### src/rtl/cascade_counter_pkg.sv
// cascade_counter_pkg
// Shared constants and helpers for the cascade_counter block:
//   - DEF_W / DEF_STAGES / DEF_MODS : default geometry (hours:minutes:seconds)
//   - DIR_UP / DIR_DOWN             : count direction encodings
//   - stage_slice()                 : extract stage i from a packed STAGES*W vector
package cascade_counter_pkg;

    localparam int DEF_W      = 6;
    localparam int DEF_STAGES = 3;
    // Stage 0 (seconds) sits in the low bits, stage 2 (hours) in the high bits.
    localparam logic [DEF_STAGES*DEF_W-1:0] DEF_MODS = {6'd24, 6'd60, 6'd60};

    localparam logic DIR_UP   = 1'b1;
    localparam logic DIR_DOWN = 1'b0;

    // Returns the w-bit field at [idx*w +: w] of a vector zero-extended to 1024 bits.
    function automatic logic [31:0] stage_slice(input logic [1023:0] vec,
                                                input int idx, input int w);
        logic [1023:0] sh;
        logic [1023:0] mask;
        mask = (1024'(1) << w) - 1024'(1);
        sh   = (vec >> (idx * w)) & mask;
        return sh[31:0];
    endfunction

endpackage

### src/rtl/cascade_counter_mod_stage.sv
// mod_stage
// One W-bit modulo-MOD up/down counter stage.
//   clk, reset : clock, synchronous active-high reset (value -> 0)
//   step       : advance one position this edge
//   dir        : DIR_UP / DIR_DOWN
//   value      : registered stage value, always in 0..MOD-1
//   term       : stage is at its terminal value for the current direction
module mod_stage
    import cascade_counter_pkg::*;
#(
    parameter int W   = DEF_W,
    parameter int MOD = 60
) (
    input  logic         clk,
    input  logic         reset,
    input  logic         step,
    input  logic         dir,
    output logic [W-1:0] value,
    output logic         term
);

    localparam logic [W-1:0] TOP = W'(MOD - 1);

    logic [W-1:0] val_q;
    logic [W-1:0] val_d;

    always_comb begin
        term  = (dir == DIR_UP) ? (val_q == TOP) : (val_q == '0);
        val_d = val_q;
        if (step) begin
            if (dir == DIR_UP) val_d = term ? '0  : val_q + W'(1);
            else               val_d = term ? TOP : val_q - W'(1);
        end
    end

    always_ff @(posedge clk) begin
        if (reset) val_q <= '0;
        else       val_q <= val_d;
    end

    assign value = val_q;

endmodule

### src/rtl/cascade_counter.sv
// cascade_counter
// Chain of up/down modulo counters with ripple carry/borrow, plus a one-cycle
// wrap pulse when the whole chain rolls over. Optional adjust mode (macro
// CASCADE_COUNTER_ADJUST_EN) steps a single stage with no carry.
//   clk, reset      : clock, synchronous active-high reset
//   en              : count tick
//   updown          : 1 = up, 0 = down
//   adj_mode        : freeze counting, enable adjust inputs
//   adj_sel         : stage to adjust
//   adj_up/adj_down : step selected stage +1/-1 within its own modulus
//   count           : packed stage values (stage 0 in low bits)
//   wrap            : registered full-chain wrap pulse
module cascade_counter
    import cascade_counter_pkg::*;
#(
    parameter int                    STAGES = DEF_STAGES,
    parameter int                    W      = DEF_W,
    parameter logic [STAGES*W-1:0]   MODS   = DEF_MODS,
    localparam int                   SEL_W  = (STAGES > 1) ? $clog2(STAGES) : 1
) (
    input  logic                clk,
    input  logic                reset,
    input  logic                en,
    input  logic                updown,
    input  logic                adj_mode,
    input  logic [SEL_W-1:0]    adj_sel,
    input  logic                adj_up,
    input  logic                adj_down,
    output logic [STAGES*W-1:0] count,
    output logic                wrap
);

    logic              cnt_step;
    logic              dir;
    logic [STAGES:0]   carry;
    logic [STAGES-1:0] term;
    logic [STAGES-1:0] step;
    logic [STAGES-1:0] adj_step;
    logic              wrap_q;
    logic              wrap_d;

`ifdef CASCADE_COUNTER_ADJUST_EN
    assign cnt_step = en & ~adj_mode;
    // During adjust the selected stage follows the adjust direction; the carry
    // chain is idle so its terminal flags are only used for in-stage wrap.
    assign dir      = adj_mode ? adj_up : updown;
`else
    logic unused_adj;
    assign unused_adj = ^{adj_mode, adj_sel, adj_up, adj_down};
    assign cnt_step   = en;
    assign dir        = updown;
`endif

    assign carry[0] = cnt_step;

    for (genvar i = 0; i < STAGES; i++) begin : g_stage
        // A modulus of 2^W does not fit in a W-bit field and is encoded as 0.
        localparam int MOD_RAW = int'(stage_slice(1024'(MODS), i, W));
        localparam int MOD_I   = (MOD_RAW == 0) ? (2 ** W) : MOD_RAW;

`ifdef CASCADE_COUNTER_ADJUST_EN
        assign adj_step[i] = adj_mode & (adj_up ^ adj_down) & (adj_sel == SEL_W'(i));
`else
        assign adj_step[i] = 1'b0;
`endif

        assign carry[i+1] = carry[i] & term[i];
        assign step[i]    = carry[i] | adj_step[i];

        mod_stage #(
            .W   (W),
            .MOD (MOD_I)
        ) u_stage (
            .clk   (clk),
            .reset (reset),
            .step  (step[i]),
            .dir   (dir),
            .value (count[i*W +: W]),
            .term  (term[i])
        );
    end

    // carry[STAGES] is a step with every stage terminal: the chain wraps.
    assign wrap_d = carry[STAGES];

    always_ff @(posedge clk) begin
        if (reset) wrap_q <= 1'b0;
        else       wrap_q <= wrap_d;
    end

    assign wrap = wrap_q;

endmodule

### config.mk
export PLATFORM = sky130hd
export DESIGN_NAME = cascade_counter
export DESIGN_NICKNAME = d
export VERILOG_FILES = /design/src/rtl/cascade_counter_pkg.sv /design/src/rtl/cascade_counter_mod_stage.sv /design/src/rtl/cascade_counter.sv
export SDC_FILE = /design/constraint.sdc
export NUM_CORES = 1
export LEC_CHECK = 0
export ABC_AREA = 1
export CORE_MARGIN = 2
export CORE_UTILIZATION = 60
export CTS_BUF_LIST = sky130_fd_sc_hd__clkbuf_4
export DETAILED_ROUTE_END_ITERATION = 10
export PLACE_DENSITY = 0.87
export RECOVER_POWER = 25
export SLEW_MARGIN = 30
export SYNTH_ARGS = -nofsm -noshare
export SYNTH_HDL_FRONTEND = slang
export SYNTH_HIERARCHICAL = 1
export SYNTH_SLANG_ARGS = --single-unit
### constraint.sdc
create_clock -name clk -period 4.5 [get_ports clk]
set_input_delay 1.125 -clock clk [delete_from_list [all_inputs] [get_ports clk]]
set_output_delay 1.125 -clock clk [all_outputs]
set_load 0.01 [all_outputs]
==> run summary <==
Max Root-Sink Buffers = 2
Register area = 380 sq um
Total track usage = 0.237
Initial core utilization = 0.632
Synth warn = 6
Die width = 57.6 um
Fin Setup TNS = 0 ps
Clock transition at path regs = 120 ps
Cts hold-fix bufs = 0
WP data arrival = 3210 ps
Final setup fails = 0
Final #Nets = 312
Detail Route met2 WL = 1770 um
Syn_area_per_cell = 6.37 sq um
Part of the power in registers = 0.437
Setup WS pre-CTS = 1260 ps
Post-synthesis cell type count = 26
Tcrit/Tclk final = 0.668
Pre-antenna DRT Iters = 5
CTS sink count = 19
Die Ht = 57.6 um
# IOs = 28
Met3 wire length = 248 um
Slew margin rel. = 0.604
Ant diodes = 0
Largest net degree at the start of global routing = 15
Max VDD drop = 173 uV
Total die area = 0.00332 sq mm
CTS resizes = 0
Sequential element share of the synthesized area = 0.220
Hold Vio Cnt, Final = 0
1st-iter DRT viols = 108
Postcts setup bufs = 0
Hold slack = 632 ps
Outcome = finished, final reports clean
Critical path class = input pin to flip-flop
Routed vias = 1752
Min setup slack post-route = 1490 ps
Peak Freq = 332 MHz
Crit end category = flip-flop
Fillcell total = 244
Vias per std cell = 5.41
TritonCTS clock tree = built
DP Wirelength = 2850 um
Switching Fraction = 0.383
Startpoint types = input pin
Wire length per cell = 12.0 um
Vias in the first global route = 1481
Logic pwr share = 0.353
Min-delay worst type = flip-flop to flip-flop
Clock network power share = 0.210
First-pass GRT wire length = 6340 um
P_leak = 0.957 nW
Initial antenna violation count = 0
Routability cong. = 0.893
Wirelength, routed = 3870 um
Max Fanout on Critical Path = 9
Max Cap Viol = 0
CTS Buf Count = 3
Multi-input gate area = 0.00111 sq mm
Int Pwr = 291 uW
Top layer in use = met4
DRC = 0
Site Rows = 19
Pwr per Cell Area = 240 mW/mm^2
CP required = 4700 ps
P_sw = 181 uW
GR Overflow Total = 0
FF+latch count, synth = 19
Clock Latency Late Sink = 300 ps
RSZ-0062 raised after global routing = false
Post-route met1 wirelength = 1840 um
H-tree depth = 1
Slew @ Worst Pin = 592 ps
Core area = 0.00273 sq mm
Slew Viols, Final = 0
Area grow syn2layout = 13.6%
# port buffers = 22
Mapped Cells = 271
Setup Skew = 2.13 ps
Routed Antenna Nets = 0
Mapped cell area = 0.00173 sq mm
Period minus WS final = 3010 ps
Root buf cell = clkbuf_4
Share of cells above drive strength 1 = 0.130
Synth Net Count = 289
routing by layer:
layer | track usage | vias up
li1 | - | 905
met1 | 0.323 | 776
met2 | 0.385 | 67
met3 | 0.0223 | 4
met4 | 0.103 | 0
met5 | 0 | -
path summary, 6_finish.rpt:
| kind | start | endpoint | slack (ps) | depth (start not counted) |
|---|---|---|---|---|
| hold reg to reg | g_stage[1].u_stage/value[0] | g_stage[1].u_stage/value[0] | 630 | 2 |
| setup reg to reg | g_stage[0].u_stage/value[0] | g_stage[2].u_stage/value[0] | 2430 | 11 |
| hold / removal | g_stage[1].u_stage/value[0] | g_stage[1].u_stage/value[0] | 630 | 2 |
| setup / recovery | updown | g_stage[2].u_stage/value[0] | 1490 | 10 |
placed cells by master, fill, tap and decap left out:
cell type / n
clkbuf_4: 4
inv_2: 5
nand2_2: 1
clkinv_1: 3
nand3_2: 6
nor3_2: 1
o21ai_1: 4
dfxtp_1: 19
xor2_1: 7
nor2_4: 2
a21oi_2: 2
ha_1: 9
nand3_1: 29
nor2_2: 11
clkdlybuf4s50_1: 19
o21ai_2: 2
o21ai_0: 15
nor2_1: 19
nand4_1: 7
nand2_1: 60
dlygate4sd3_1: 3
nand2_4: 3
o21bai_2: 1
a21oi_1: 18
o211ai_1: 1
xnor2_1: 1
inv_1: 40
clkbuf_1: 1
worst max-delay path, stage by stage:
cell and delay, ps:
dlygate4sd3_1 770, inv_1 200, nand2_1 170, o21ai_2 80
inv_1 70, nand3_2 90, inv_1 250, clkinv_1 210
nor2_1 180, a21oi_2 70
registers in the layout, indices dropped and copies added, names as in the netlist:
name                   count
wrap                       1
g_stage.u_stage/value     18
cell usage after synthesis, drive strengths merged:
| cell type | instances | share of area |
|---|---|---|
| a21oi | 20 | 0.062 |
| buf | 5 | 0.030 |
| clkinv | 2 | 0.0043 |
| dfxtp | 19 | 0.22 |
| ha | 9 | 0.065 |
| inv | 46 | 0.10 |
| nand2 | 64 | 0.16 |
| nand3 | 35 | 0.12 |
| nand4 | 7 | 0.025 |
| nor2 | 32 | 0.096 |
| nor3 | 1 | 0.0058 |
| o211ai | 1 | 0.0043 |
| o21ai | 21 | 0.065 |
| o21bai | 1 | 0.0065 |
| xnor2 | 1 | 0.0051 |
| xor2 | 7 | 0.036 |
power by group through the flow:
stage          Sequential [mW]  Clock [mW]  Combinational [mW]
3_5_place_dp             0.210           0               0.165
3_3_place_gp             0.210           0               0.161
5_1_grt                  0.209       0.107               0.186
2_1_floorplan            0.206           0               0.120
4_1_cts                  0.206       0.101               0.166
6_report                 0.206      0.0991               0.166
area by class of cell:
cell class	instances	area share
Clock buffer	4	0.0153
Inverter	48	0.0918
Multi-Input combinational cell	199	0.565
Sequential cell	19	0.194
Tap cell	31	0.0198
Timing Repair Buffer	23	0.114
through the flow:
| step | utilization | std cells | area [sq um] | power (mW) |
|---|---|---|---|---|
| 6_report | 0.718 | 324 | 1960 | 0.472 |
| 2_1_floorplan | - | 271 | 1730 | 0.326 |
| 3_5_place_dp | 0.710 | 320 | 1940 | 0.375 |
| 5_1_grt | 0.718 | 324 | 1960 | 0.502 |
| 3_3_place_gp | 0.710 | 320 | 1940 | 0.371 |
| 4_1_cts | 0.721 | 324 | 1970 | 0.473 |
cells by family (layout without fill, tap and decap cells):
group / Yosys count / in the layout / synth area share
AOI/OAI and AO/OA: 43 / 43 / 0.138
buffers and inverters: 53 / 75 / 0.135
DFF: 19 / 19 / 0.220
xor gates and xnor gates: 8 / 8 / 0.0406
and+or+nand+nor: 139 / 139 / 0.401
adders and majority gates: 9 / 9 / 0.0652
Note: power is estimated with default switching activity, not from simulation.
==> variant, RTL diff (config.mk and constraints unchanged) <==
The option `CASCADE_COUNTER_ADJUST_EN` is turned on by a define.
--- a/src/rtl/cascade_counter.sv
+++ b/src/rtl/cascade_counter.sv
@@ -11,4 +11,6 @@
 //   count           : packed stage values (stage 0 in low bits)
 //   wrap            : registered full-chain wrap pulse
+`define CASCADE_COUNTER_ADJUST_EN
+
 module cascade_counter
     import cascade_counter_pkg::*;
Function: changed (Yosys sat finds a counterexample within 4 cycles, from zero or initial values and one cycle with reset high).
==> variant against the unedited design <==
The run now ends with DRC left. Non-clock buffer count grew 4. Sequential cell count is the same. Wire length grew 6.9%. Via count grew 7.9%. Power grew 12%. Synthesized cell count grew 5.9%. Hold slack lost 0.015 ns. Area after synthesis grew 3.8%. Setup slack lost 0.21 ns. Global-route usage grew 2.7 points. Design area grew 6.0%. Cell count grew 6.2%. Largest cell class unchanged. Highest routed layer unchanged.
==> variant: results (changes against the unedited design) <==
| Metric | Value |
|---|---|
| Arrival time of data at the critical path endpoint | 3.42 ns (+0.21 ns) |
| Clock buffer count from CTS | 3 (unchanged) |
| Global-route track usage on met3 | 4.615% (+2.4 points) |
| Cells on worst reg2reg path | 10 (-1) |
| Largest stage delay on the critical path | 0.43 ns (-0.34 ns) |
| Final clock skew | 0.002340 ns (+0.0002129 ns) |
| Synth unique cells | 27 (+3.8%) |
| Result of the run | finished with violations |
| Sequential fraction of the synthesis area | 21.21% (-0.81 points) |
| Net count of the mapped netlist | 305 (+5.5%) |
| Wirelength per Cell | 12.04 um (+0.73%) |
| VDD IR-drop max | 176.5 uV (+1.9%) |
| Fraction of layout cells with a size suffix above 1 | 12.78% (-0.19 points) |
| Max-Slew Margin vs Limit | 62.52% (+2.1 points) |
| Hold Slack | 0.6175 ns (-0.01461 ns) |
| Origin of the critical flop-to-flop path | g_stage[0].u_stage/value[1] |
| Hold Crit Start | g_stage[0].u_stage/value[0] |
| Post-route DRC | 1 (+1) |
| Combinational logic power | 218 uW (+31%) |
| Critical path origin | adj_mode |
| Proportion of total power due to net switching | 40.67% (+2.4 points) |
| Number of global-route vias before repair | 1,715 (+16%) |
| Layout fillers | 252 (+3.3%) |
| Nets | 332 (+6.4%) |
| Switching Power | 215.5 uW (+19%) |
| Global-route wire length before repair | 7251 um (+14%) |
| Met1 capacity usage during global routing | 36.54% (+4.2 points) |
| Slack of the worst reg-to-reg path | 2.45 ns (+0.02 ns) |
| Gpl congestion | 0.9380 (+5.0%) |
| PortBufs | 27 (+23%) |
| Sink of the worst hold path | g_stage[0].u_stage/value[0] |
| Detailed placer's ending HPWL | 3188 um (+12%) |
| Drt first-iter violations | 132 (+22%) |
| Failing checks | DRC |
| Overall fraction of global-route tracks in use | 26.46% (+2.7 points) |
| Length of the first detailed-routing pass in iterations | 8 (+3) |
| Biggest consumer | combinational logic |
## variant: layout make-up
class | count | share of cell area [%]
Sequential cell | 19 | 18.29
Multi-Input combinational cell | 214 | 56.56
Clock buffer | 4 | 1.444
Timing Repair Buffer | 27 | 13.00
Inverter | 49 | 8.845
Tap cell | 31 | 1.865
## variant: stage by stage
step	setup slack (ns)	cell area, um2	utilization [%]	instances
2_1_floorplan	1.833	1793	-	287
3_3_place_gp	1.100	2049	73.06	340
3_5_place_dp	0.9636	2049	73.06	340
4_1_cts	1.305	2079	74.13	344
5_1_grt	1.006	2079	74.13	344
6_report	1.281	2079	74.13	344
## variant: kinds of logic after synthesis
logic type / synth area share [%]
compound gates: 13.82
simple gates: 41.59
xor+xnor: 3.908
fa+ha+maj: 6.281
flops: 21.21
buf+inv: 13.19
## variant: routing by layer
metal  wire (um)  share of wire, %  up-vias
li1            -                 -      971
met1        1932                47      829
met2        1851                45       82
met3         308               7.4        9
met4          51               1.2        0
met5           0                 0        -
